## src/rtl/fifo_rd_sched_pkg.sv

```systemverilog
// Shared FIFO definitions: default depth, read-scheduler state encoding and
// Gray conversions. The write-side controller imports the Gray helpers too.
package fifo_rd_sched_pkg;

    localparam int FIFO_ADDR_WIDTH = 3;

    typedef enum logic {
        ST_IDLE = 1'b0,
        ST_BUSY = 1'b1
    } rd_state_e;

    function automatic logic [31:0] bin2gray(input logic [31:0] b);
        return (b >> 1) ^ b;
    endfunction

    function automatic logic [31:0] gray2bin(input logic [31:0] g);
        logic [31:0] b;
        b[31] = g[31];
        for (int i = 30; i >= 0; i--) begin
            b[i] = b[i+1] ^ g[i];
        end
        return b;
    endfunction

endpackage

```

## src/rtl/fifo_rd_sched_rr_arb2.sv

```systemverilog
// Two-way round-robin pick: on contention the requester that did not own the last burst wins.
// Latency: combinational. Backpressure: none, pure decode of req0/req1/last.
// No state of its own; the caller keeps 'last'.
module rr_arb2 (
    input  logic req0,
    input  logic req1,
    input  logic last,
    output logic win_vld,
    output logic win_id
);

    always_comb begin
        win_vld = req0 | req1;
        win_id  = (req0 & req1) ? ~last : req1;
    end

endmodule

```

## src/rtl/fifo_rd_sched.sv

```systemverilog
// Async-FIFO read-domain controller: shares the read port between two consumers with bounded round-robin bursts.
// Latency: gnt/rd_en combinational with req; rvalid/rdst one rclk later. Optional FIFO_RD_LEVEL_EN adds rlevel.
// Backpressure: reads are withheld while rempty=1; a stalled burst keeps its owner and beat count.
module fifo_rd_sched
    import fifo_rd_sched_pkg::*;
#(
    parameter int ADDR_WIDTH = FIFO_ADDR_WIDTH,
    parameter int BURST_LEN  = 4
) (
    input  logic                  rclk,
    input  logic                  rrst,
    input  logic [ADDR_WIDTH:0]   rq2_wptr,
    input  logic                  req0,
    input  logic                  req1,
    output logic                  gnt0,
    output logic                  gnt1,
    output logic                  rd_en,
    output logic [ADDR_WIDTH-1:0] raddr,
    output logic [ADDR_WIDTH:0]   rptr,
`ifdef FIFO_RD_LEVEL_EN
    output logic [ADDR_WIDTH:0]   rlevel,
`endif
    output logic                  rempty,
    output logic                  rvalid,
    output logic                  rdst
);

    localparam int PW = ADDR_WIDTH + 1;
    localparam int BW = $clog2(BURST_LEN + 1);
    localparam logic [BW-1:0] BURST_LAST = BW'(BURST_LEN);
    localparam bit BURST_ONE = (BURST_LEN == 1);

    rd_state_e       state_q, state_d;
    logic            owner_q, owner_d;
    logic [BW-1:0]   beat_q, beat_d;
    logic            last_q, last_d;
    logic [PW-1:0]   rbin_q, rbin_d;
    logic [PW-1:0]   rptr_q, rptr_d;
    logic            rempty_q, rempty_d;
    logic            rvalid_q, rvalid_d;
    logic            rdst_q, rdst_d;

    logic win_vld, win_id, owner_req, fire, fire_id;

    rr_arb2 u_arb (
        .req0    (req0),
        .req1    (req1),
        .last    (last_q),
        .win_vld (win_vld),
        .win_id  (win_id)
    );

    always_comb begin
        state_d   = state_q;
        owner_d   = owner_q;
        beat_d    = beat_q;
        last_d    = last_q;
        fire      = 1'b0;
        fire_id   = owner_q;
        owner_req = owner_q ? req1 : req0;
        case (state_q)
            ST_IDLE: begin
                if (win_vld && !rempty_q) begin
                    fire    = 1'b1;
                    fire_id = win_id;
                    if (BURST_ONE) begin
                        last_d = win_id;
                    end else begin
                        state_d = ST_BUSY;
                        owner_d = win_id;
                        beat_d  = BW'(1);
                    end
                end
            end
            ST_BUSY: begin
                if (!owner_req) begin
                    state_d = ST_IDLE;
                    last_d  = owner_q;
                    beat_d  = '0;
                end else if (!rempty_q) begin
                    fire = 1'b1;
                    if (beat_q + BW'(1) == BURST_LAST) begin
                        state_d = ST_IDLE;
                        last_d  = owner_q;
                        beat_d  = '0;
                    end else begin
                        beat_d = beat_q + BW'(1);
                    end
                end
            end
            default: state_d = ST_IDLE;
        endcase

        // Empty is judged against the pointer after this cycle's read.
        rbin_d   = rbin_q + {{ADDR_WIDTH{1'b0}}, fire};
        rptr_d   = PW'(bin2gray(32'(rbin_d)));
        rempty_d = (rptr_d == rq2_wptr);
        rvalid_d = fire;
        rdst_d   = fire ? fire_id : rdst_q;
    end

    always_ff @(posedge rclk) begin
        if (rrst) begin
            state_q  <= ST_IDLE;
            owner_q  <= 1'b0;
            beat_q   <= '0;
            last_q   <= 1'b1;
            rbin_q   <= '0;
            rptr_q   <= '0;
            rempty_q <= 1'b1;
            rvalid_q <= 1'b0;
            rdst_q   <= 1'b0;
        end else begin
            state_q  <= state_d;
            owner_q  <= owner_d;
            beat_q   <= beat_d;
            last_q   <= last_d;
            rbin_q   <= rbin_d;
            rptr_q   <= rptr_d;
            rempty_q <= rempty_d;
            rvalid_q <= rvalid_d;
            rdst_q   <= rdst_d;
        end
    end

    always_comb begin
        gnt0   = fire & ~fire_id;
        gnt1   = fire & fire_id;
        rd_en  = fire;
        raddr  = rbin_q[ADDR_WIDTH-1:0];
        rptr   = rptr_q;
        rempty = rempty_q;
        rvalid = rvalid_q;
        rdst   = rdst_q;
    end

`ifdef FIFO_RD_LEVEL_EN
    logic [PW-1:0] wbin;
    always_comb begin
        wbin   = PW'(gray2bin(32'(rq2_wptr)));
        rlevel = rempty_q ? '0 : (wbin - rbin_q);
    end
`endif

endmodule

```

## config.mk

```make
export PLATFORM = sky130hd
export DESIGN_NAME = fifo_rd_sched
export DESIGN_NICKNAME = d
export VERILOG_FILES = /design/src/rtl/fifo_rd_sched_pkg.sv /design/src/rtl/fifo_rd_sched_rr_arb2.sv /design/src/rtl/fifo_rd_sched.sv
export SDC_FILE = /design/constraint.sdc
export NUM_CORES = 1
export LEC_CHECK = 0
export CORE_MARGIN = 8
export CORE_UTILIZATION = 27
export DETAILED_ROUTE_END_ITERATION = 16
export PLACE_DENSITY_LB_ADDON = 0.12
export SLEW_MARGIN = 30
export SYNTH_ARGS = -nofsm -noshare
export SYNTH_HDL_FRONTEND = slang
export SYNTH_HIERARCHICAL = 1
export SYNTH_SLANG_ARGS = --single-unit
```

## constraint.sdc

```tcl
create_clock -name rclk -period 2.2 [get_ports rclk]
set_clock_uncertainty 0.15 [all_clocks]
set_input_delay 0.22 -clock rclk [delete_from_list [all_inputs] [get_ports rclk]]
set_output_delay 0.22 -clock rclk [all_outputs]
set_load 0.005 [all_outputs]
```

Yosys cells after proc, flatten, opt, wreduce, memory -nomap -nowiden

Index checks and enable logic that the tools add are counted.

Add/sub/neg operators: 2
Equality and inequality tests: 6
Mux-type cells: 20
Bitwise logic cells: 8
Reductions and logical operators: 4

Operators with widths:

| kind                  | count |
|---|---|
| $mux W1               | 13 |
| $mux W3               | 4 |
| $pmux W3 S2           | 1 |
| $add A4 B1 Y4         | 1 |
| $eq A4 B4 Y1          | 1 |
| $ne A2 B2 Y1 const B  | 2 |
| $pmux W1 S2           | 2 |
| $xor A3 B4 Y4         | 1 |
| $add A3 B1 Y3 const B | 1 |
| $and A1 B1 Y1         | 3 |
| $eq A3 B3 Y1 const B  | 1 |
| $ne A3 B3 Y1 const B  | 1 |
| $not A1 Y1            | 3 |
| $reduce_and A3 Y1     | 1 |
| $ne A2 B1 Y1 const B  | 1 |
| $reduce_and A2 Y1     | 1 |
| $logic_and A1 B1 Y1   | 1 |
| $logic_not A1 Y1      | 1 |
| $or A1 B1 Y1          | 1 |

Bits in registers: 17
Input port bits: 8
Output and inout bits: 13

Logic depth before layout (Yosys ltp)

Gate-level depths: netlist (run 1).

Depth in word-level cells: 7
Mapped depth: 9

Modules after synthesis

The synthesis (run 1) kept the hierarchy.

By module, submodules not included:

| module        | times used | cells each | area an instance (um^2) | sequential area each (um^2) |
|---|---|---|---|---|
| fifo_rd_sched | 1          | 82         | 792.0                   | 320.3 |
| rr_arb2       | 1          | 2          | 13.8                    | 0.0 |

Worst setup path after synthesis (run 1)

OpenSTA, ideal clock, no wires.

Path kind: flip-flop to flip-flop
Start point: reg owner_q
End point: reg rempty_q, in the netlist rempty
Library setup time: 116 ps
Arrival: 2034 ps
Data required time: 1934 ps
Path slack: -100 ps
Cell stages (with the launch flop): 9
Period minus slack after synthesis: 2300 ps
Cells stage by stage: dfxtp_1 mux2i_2 a21oi_2 ha_1 ha_1 xor2_1 xnor2_1 mux2i_1 a31o_2

Word-level cells in the longest chain between the ends: 6

RTL lines:

| item                     | line                    | source |
|---|---|---|
| start: declaration       | fifo_rd_sched.sv:34     | `logic owner_q, owner_d;` |
| start signal: assignment | fifo_rd_sched.sv:115    | `owner_q <= owner_d;` |
| $mux W1                  | fifo_rd_sched.sv:60     | `owner_req = owner_q ? req1 : req0;` |
| $mux W1                  | fifo_rd_sched.sv:76     | `if (!owner_req) begin` |
| $pmux W1 S2              | fifo_rd_sched.sv:61     | `case (state_q)` |
| via rd_en                | fifo_rd_sched.sv:17     | `output logic rd_en,` |
| $add A4 B1 Y4            | fifo_rd_sched.sv:95     | `rbin_d = rbin_q + {{ADDR_WIDTH{1'b0}}, fire};` |
| $xor A3 B4 Y4            | fifo_rd_sched_pkg.sv:13 | `return (b >> 1) ^ b;` |
| $eq A4 B4 Y1             | fifo_rd_sched.sv:97     | `rempty_d = (rptr_d == rq2_wptr);` |
| end signal: assignment   | fifo_rd_sched.sv:120    | `rempty_q <= rempty_d;` |
| end: declaration         | fifo_rd_sched.sv:39     | `logic rempty_q, rempty_d;` |

The timed path passes the listed nets, and every way through them passes these cells.
A chain may end at the register's enable or synchronous reset.

Final worst setup path (run 1)

Start point: reg rempty_q, in the netlist rempty
End point: reg rempty_q, in the netlist rempty

Word-level cells in the longest chain between the ends: 7

RTL lines:

| item                | line                    | source |
|---|---|---|
| $logic_not A1 Y1    | -                       |  |
| $logic_and A1 B1 Y1 | fifo_rd_sched.sv:63     | `if (win_vld && !rempty_q) begin` |
| $mux W1             | fifo_rd_sched.sv:63     |  |
| $pmux W1 S2 (*)     | fifo_rd_sched.sv:61     |  |
| $add A4 B1 Y4 (*)   | fifo_rd_sched.sv:95     |  |
| $xor A3 B4 Y4 (*)   | fifo_rd_sched_pkg.sv:13 |  |
| $eq A4 B4 Y1 (*)    | fifo_rd_sched.sv:97     |  |

Mark *: on every way between the ends. The rest lies on a longest branch, timed or not.

==> flow_metrics.py, run 1 <==
metrics = {
    "clock_network": {
        "cts_tree": "done",
        "numCtsBuffers": 3,
        "root_buffer": "clkbuf_4",
        "clock_latency_ps": 290,
        "cts_buffer_depth": 2,
        "clk_pin_slew_worst_paths_ps": 100,
        "ctsHoldBuffers": 0,
        "clock_sinks": 16,
        "h-tree-depth": 1,
    },
    "sta": {
        "tightest_slew_ps": 574,
        "final-setup-viol-count": 0,
        "max_freq_mhz": 487,
        "final.period_utilization_pct": 93.4,
        "period_minus_slack_ps": 2060,
        "hold_viol_final": 0,
        "slew_violations": 0,
        "slew_headroom_pct": 61.6,
    },
    "logic_synthesis": {
        "synth_top_area_cell": "dfxtp_1",
        "yosys_register_bits": 16,
        "synth_cell_type_count": 35,
        "synth_edf_count": 0,
        "ys_seq_area_share_pct": 39.8,
        "synthMostInstantiatedCell": "dfxtp_1",
        "synth.cells.most_frequent": "16 x dfxtp_1, 9 x nor2_1, 7 x nor2b_1",
        "synthesis.area_sq_um": 806,
        "synthCells": 84,
        "yosysWarnings": 6,
        "async_reset_ff_share_pct": 0,
        "yosys-top-cells-area": "dfxtp_1 40%, xnor2_1 6.5%, ha_1 6.2%, nor2b_1 5.4%, xor2_1 5.4%",
        "synth_flop_cell": "dfxtp_1",
        "synth_top_area_share_pct": 39.8,
        "syn-num-nets": 96,
        "synth.avg_cell_area_sq_um": 9.59,
    },
    "outcome": {
        "outcome": "finished clean",
    },
    "drt": {
        "drc": 0,
        "viasPerCell": 4.50,
        "drtIter0Drc": 11,
        "drt_pass1_iterations": 4,
        "postRouteAntennaNets": 0,
        "wl_per_cell_um": 12.3,
        "via_count": 693,
        "wl_um": 1900,
    },
    "floorplanning": {
        "rows": 20,
        "initial_core_util_pct": 27.3,
        "ios": 21,
        "fp.coreArea_sq_um": 2950,
        "fp.dieH_um": 70.6,
        "die-area_sq_um": 4990,
        "die_w_um": 70.6,
    },
    "pwr": {
        "max-vdd-ir-drop_v": 0.000298,
        "leakagePower_nw": 0.494,
        "p_per_area_nw_per_um2": 592,
        "p_total_uw": 729,
    },
    "setup_path": {
        "start_kind": "register",
        "cp_max_fo": 4,
        "arrival_ps": 2140,
        "critical_path_class": "reg2reg",
        "cp-end-kind": "register",
        "cp_cell_sequence": "o21bai_2, a21oi_2, ha_2, ha_4, xor2_2, xnor2_1, mux2i_1, a31o_2",
        "critical_path_required_ps": 2280,
        "cp_slowest_cell": "dfxtp_4",
        "slowest_delay_ps": 380,
    },
    "layout": {
        "drive_above_1_share_pct": 27.3,
        "area_delta_synth_final_pct": 52.8,
        "postLayoutCellArea_sq_um": 1230,
        "diodes": 0,
        "final_nets": 134,
    },
    "placement": {
        "placed_cell_area_sq_um": 1140,
        "dp_hpwl_um": 1490,
        "place.gp.congestion": 0.770,
        "numPortBuffers": 20,
    },
    "global_routing": {
        "grt_max_degree": 17,
        "grt_first_pass_wirelength_um": 3170,
        "grt_pass1_vias": 725,
        "grt-ovfl-total": 0,
        "grt.total_usage_pct": 7.91,
        "antenna_found_initial": 0,
    },
    "run": {
        "maxCapViolations": 0,
    },
    "min_path": {
        "hold_path.class": "reg2reg",
    },
}
-- through the flow --
step	utilization, %	hold WS [ps]	worst slack (ps)	TNS [ps]	std cells
final	41.7	346	145	0	154
after global routing	41.7	386	-0.697	-0.697	154
after CTS	41.1	347	32.6	0	153
after detailed placement	38.8	333	-378	-1320	147
after global placement	38.8	327	-338	-1050	147
after floorplan	-	142	0.432	0	84
-- final timing paths --
path | startpoint | endpoint | slack [ps] | cells past startpoint
worst max register to register | rempty$_SDFF_PP1_ | rempty$_SDFF_PP1_ | 140 | 8
worst min register to register | rdst$_SDFFE_PP0N_ | rdst$_SDFFE_PP0N_ | 350 | 2
worst min-delay path | rdst$_SDFFE_PP0N_ | rdst$_SDFFE_PP0N_ | 350 | 2
worst max-delay path | rempty$_SDFF_PP1_ | rempty$_SDFF_PP1_ | 140 | 8
-- power breakdown --
part	leakage (nW)	internal, mW	switching, mW
clock network	0.0210	0.101	0.0928
logic	0.341	0.126	0.0799
registers	0.132	0.311	0.0180
-- worst max-delay path, delay by kind of cell (launching register included) --
family                     cells  cell delay, ps
AOI/OAI and AO/OA              3             530
xor gates and xnor gates       2             320
adders and majority gates      2             380
DFF                            1             380
muxes                          1             240
-- cells in the final DEF (no fill, tap or decap), types with 2 or more instances in the layout --
master	n
clkdlybuf4s50_1	16
buf_4	15
dfxtp_1	14
nor2_1	9
nor2b_1	7
xnor2_1	6
xor2_1	4
dlygate4sd2_1	4
a21oi_1	3
nor3_1	3
clkbuf_4	3
mux2i_1	2
o21a_1	2
nand3_1	2
nand2_1	2
ha_1	2
dfxtp_4	2
-- flip-flops by register name (all words and copies together), names as in the netlist --
| signal | flops |
|---|---|
| rptr | 3 |
| rempty | 1 |
| rdst | 1 |
| last_q | 1 |
| beat_q | 3 |
| state_q | 1 |
| owner_q | 1 |
| rvalid | 1 |
| rbin_q | 4 |
-- layout make-up --
| cell class | count | area, sq um |
|---|---|---|
| Sequential cell | 16 | 328 |
| Inverter | 1 | 3.75 |
| Tap cell | 33 | 41.3 |
| Fill cell | 315 | 1720 |
| Timing Repair Buffer | 35 | 308 |
| Multi-Input combinational cell | 65 | 514 |
| Clock buffer | 4 | 36.3 |
-- per-layer routing --
layer	track usage [%]	up-vias	wire length [um]
met4	3.93	0	17
met5	0	-	0
met2	13.1	10	941
met1	8.43	317	834
li1	-	364	-
met3	3.39	2	105
-- kinds of logic (layout without fill, tap and decap cells) --
kind of cell	after synthesis	count (layout)	synth area share [%]
fa+ha+maj	4	4	6.21
simple gates	31	31	22.1
xor+xnor	11	11	12.0
compound gates	16	16	14.3
buf+inv	3	40	1.55
mux	3	3	4.19
flops	16	16	39.8
-- timing repair --
action	in CTS	in global routing
buffers inserted	2	1
resized for setup	8	5
pin swaps	5	3
endpoints found under the setup margin	3	1
Note: power is estimated with default switching activity, not from simulation.
==> inputs of run 2 (changes only) <==
--- a/config.mk
+++ b/config.mk
@@ -8,6 +8,7 @@
 export CORE_MARGIN = 8
 export CORE_UTILIZATION = 27
 export DETAILED_ROUTE_END_ITERATION = 16
+export MAX_ROUTING_LAYER = met4
 export PLACE_DENSITY_LB_ADDON = 0.12
 export SLEW_MARGIN = 30
 export SYNTH_ARGS = -nofsm -noshare
==> run 2 against run 1 <==
First-iteration DRC count fell by 27%. Sequential cell count unchanged. Final cell count is the same. Non-clock buffer count is the same. Setup slack about the same. Sequential share of layout area unchanged. Global-route usage grew 0.22 points. Combinational power hardly changed. Clock power about the same. Clock-buffer cell count unchanged. Utilization did not move. Register-to-register slack hardly changed.
==> flow_metrics.py, run 2 (synthesis gave the netlist of run 1 again) <==
metrics = {
    "global_routing": {
        "grt-ovfl-total": 0,
        "grt.total_usage_pct": 8.13,
        "antenna_found_initial": 0,
        "grt_pass1_vias": 725,
        "grt_max_degree": 17,
        "grt_first_pass_wirelength_um": 3170,
    },
    "floorplanning": {
        "fp.dieH_um": 70.6,
        "ios": 21,
        "rows": 20,
        "initial_core_util_pct": 27.3,
        "die-area_sq_um": 4990,
        "fp.coreArea_sq_um": 2950,
        "die_w_um": 70.6,
    },
    "drt": {
        "via_count": 693,
        "wl_per_cell_um": 12.3,
        "drc": 0,
        "wl_um": 1900,
        "viasPerCell": 4.50,
        "drtIter0Drc": 8,
        "drt_pass1_iterations": 4,
        "postRouteAntennaNets": 0,
    },
    "layout": {
        "final_util_pct": 41.7,
        "final_nets": 134,
        "drive_above_1_share_pct": 27.3,
        "largest_reg_flops": 4,
        "final_cell_mix": "16 x clkdlybuf4s50_1, 15 x buf_4, 14 x dfxtp_1",
        "fillers": 315,
        "area_delta_synth_final_pct": 52.8,
        "diodes": 0,
        "mostFrequentLayoutCell": "clkdlybuf4s50_1",
        "top_register": "rbin_q",
    },
    "clock_network": {
        "numCtsBuffers": 3,
        "clock_sinks": 16,
        "ctsHoldBuffers": 0,
        "cts_tree": "done",
        "clock_latency_ps": 290,
        "h-tree-depth": 1,
        "cts_buffer_depth": 2,
        "clk_pin_slew_worst_paths_ps": 100,
        "root_buffer": "clkbuf_4",
    },
    "pwr": {
        "clkPwrFrac_pct": 26.5,
        "max-vdd-ir-drop_v": 0.000299,
        "power_frac_comb_pct": 28.3,
        "switching_power_uw": 191,
        "switching_share_pct": 26.2,
        "p_per_area_nw_per_um2": 592,
        "seq_power_share_pct": 45.2,
        "leakagePower_nw": 0.494,
        "internal_power_uw": 538,
    },
    "sta": {
        "tightest_slew_ps": 574,
        "slew_violations": 0,
        "period_minus_slack_ps": 2060,
        "max_freq_mhz": 487,
        "tns_ps": 0,
        "final.period_utilization_pct": 93.4,
        "finalWorstSetupSlack_ps": 145,
        "hold_viol_final": 0,
        "slew_headroom_pct": 61.6,
        "final-setup-viol-count": 0,
    },
    "outcome": {
        "outcome": "finished clean",
    },
    "setup_path": {
        "critical_path_required_ps": 2280,
        "cp-end-kind": "register",
        "cp_max_fo": 4,
        "start_kind": "register",
        "critical_path_class": "reg2reg",
        "arrival_ps": 2140,
    },
    "min_path": {
        "hold_path.class": "reg2reg",
    },
    "run": {
        "maxCapViolations": 0,
    },
    "placement": {
        "place.gp.congestion": 0.781,
        "numPortBuffers": 20,
        "dp_slack_ps": -378,
        "dp_hpwl_um": 1490,
    },
}
==> run 2: metal layers <==
metal / track usage [%] / routed length [um] / vias to the layer above
met5: - / 0 / -
li1: - / - / 364
met2: 13.1 / 941 / 10
met1: 8.59 / 856 / 317
met4: 3.93 / 17 / 0
met3: 3.11 / 83 / 2
==> run 2: power by group through the flow <==
| stage | sequential [mW] | clock (mW) | combinational [mW] |
|---|---|---|---|
| after floorplan | 0.332 | 0 | 0.0990 |
| after global placement | 0.334 | 0 | 0.200 |
| after detailed placement | 0.335 | 0 | 0.201 |
| after CTS | 0.330 | 0.206 | 0.206 |
| after global routing | 0.332 | 0.219 | 0.229 |
| final | 0.329 | 0.193 | 0.206 |
==> run 2: final timing paths <==
kind,from,endpoint,slack [ps],cells after the start
setup / recovery,rempty$_SDFF_PP1_,rempty$_SDFF_PP1_,140,8
hold / removal,rdst$_SDFFE_PP0N_,rdst$_SDFFE_PP0N_,350,2
setup reg to reg,rempty$_SDFF_PP1_,rempty$_SDFF_PP1_,140,8
hold reg to reg,rdst$_SDFFE_PP0N_,rdst$_SDFFE_PP0N_,350,2
==> run 2: area by class of cell <==
class | instances | area, sq um | area share [%]
Sequential cell | 16 | 328 | 26.6
Inverter | 1 | 3.75 | 0.305
Clock buffer | 4 | 36.3 | 2.95
Tap cell | 33 | 41.3 | 3.35
Timing Repair Buffer | 35 | 308 | 25.0
Multi-Input combinational cell | 65 | 514 | 41.8
==> run 2: repair_timing <==
action                                  4_1_cts  5_1_grt
setup buffers                                 2        1
endpoints found under the setup margin        3        1
gates resized for setup                       8        5
pin swaps                                     5        3
==> run 2: worst max-delay path: stages (launching register included) <==
cell      delay [ps]
dfxtp_4          380
o21bai_2         200
a21oi_2          160
ha_2             230
ha_4             150
xor2_2           170
xnor2_1          150
mux2i_1          240
a31o_2           170
==> run 2: through the flow <==
| step | std cells | hold WS [ps] | power [mW] | area [sq um] |
|---|---|---|---|---|
| 2_1_floorplan | 84 | 142 | 0.431 | 822 |
| 3_3_place_gp | 147 | 327 | 0.534 | 1140 |
| 3_5_place_dp | 147 | 333 | 0.536 | 1140 |
| 4_1_cts | 153 | 347 | 0.742 | 1210 |
| 5_1_grt | 154 | 386 | 0.780 | 1230 |
| 6_report | 154 | 346 | 0.729 | 1230 |
==> inputs of run 3 (changes only) <==
--- a/config.mk
+++ b/config.mk
@@ -7,6 +7,7 @@
 export LEC_CHECK = 0
 export CORE_MARGIN = 8
 export CORE_UTILIZATION = 27
+export CTS_CLUSTER_DIAMETER = 100
 export DETAILED_ROUTE_END_ITERATION = 16
 export MAX_ROUTING_LAYER = met4
 export PLACE_DENSITY_LB_ADDON = 0.12
==> results of run 3 <==
Same layout as run 2: the final DEF is identical, and so are final timing and power.
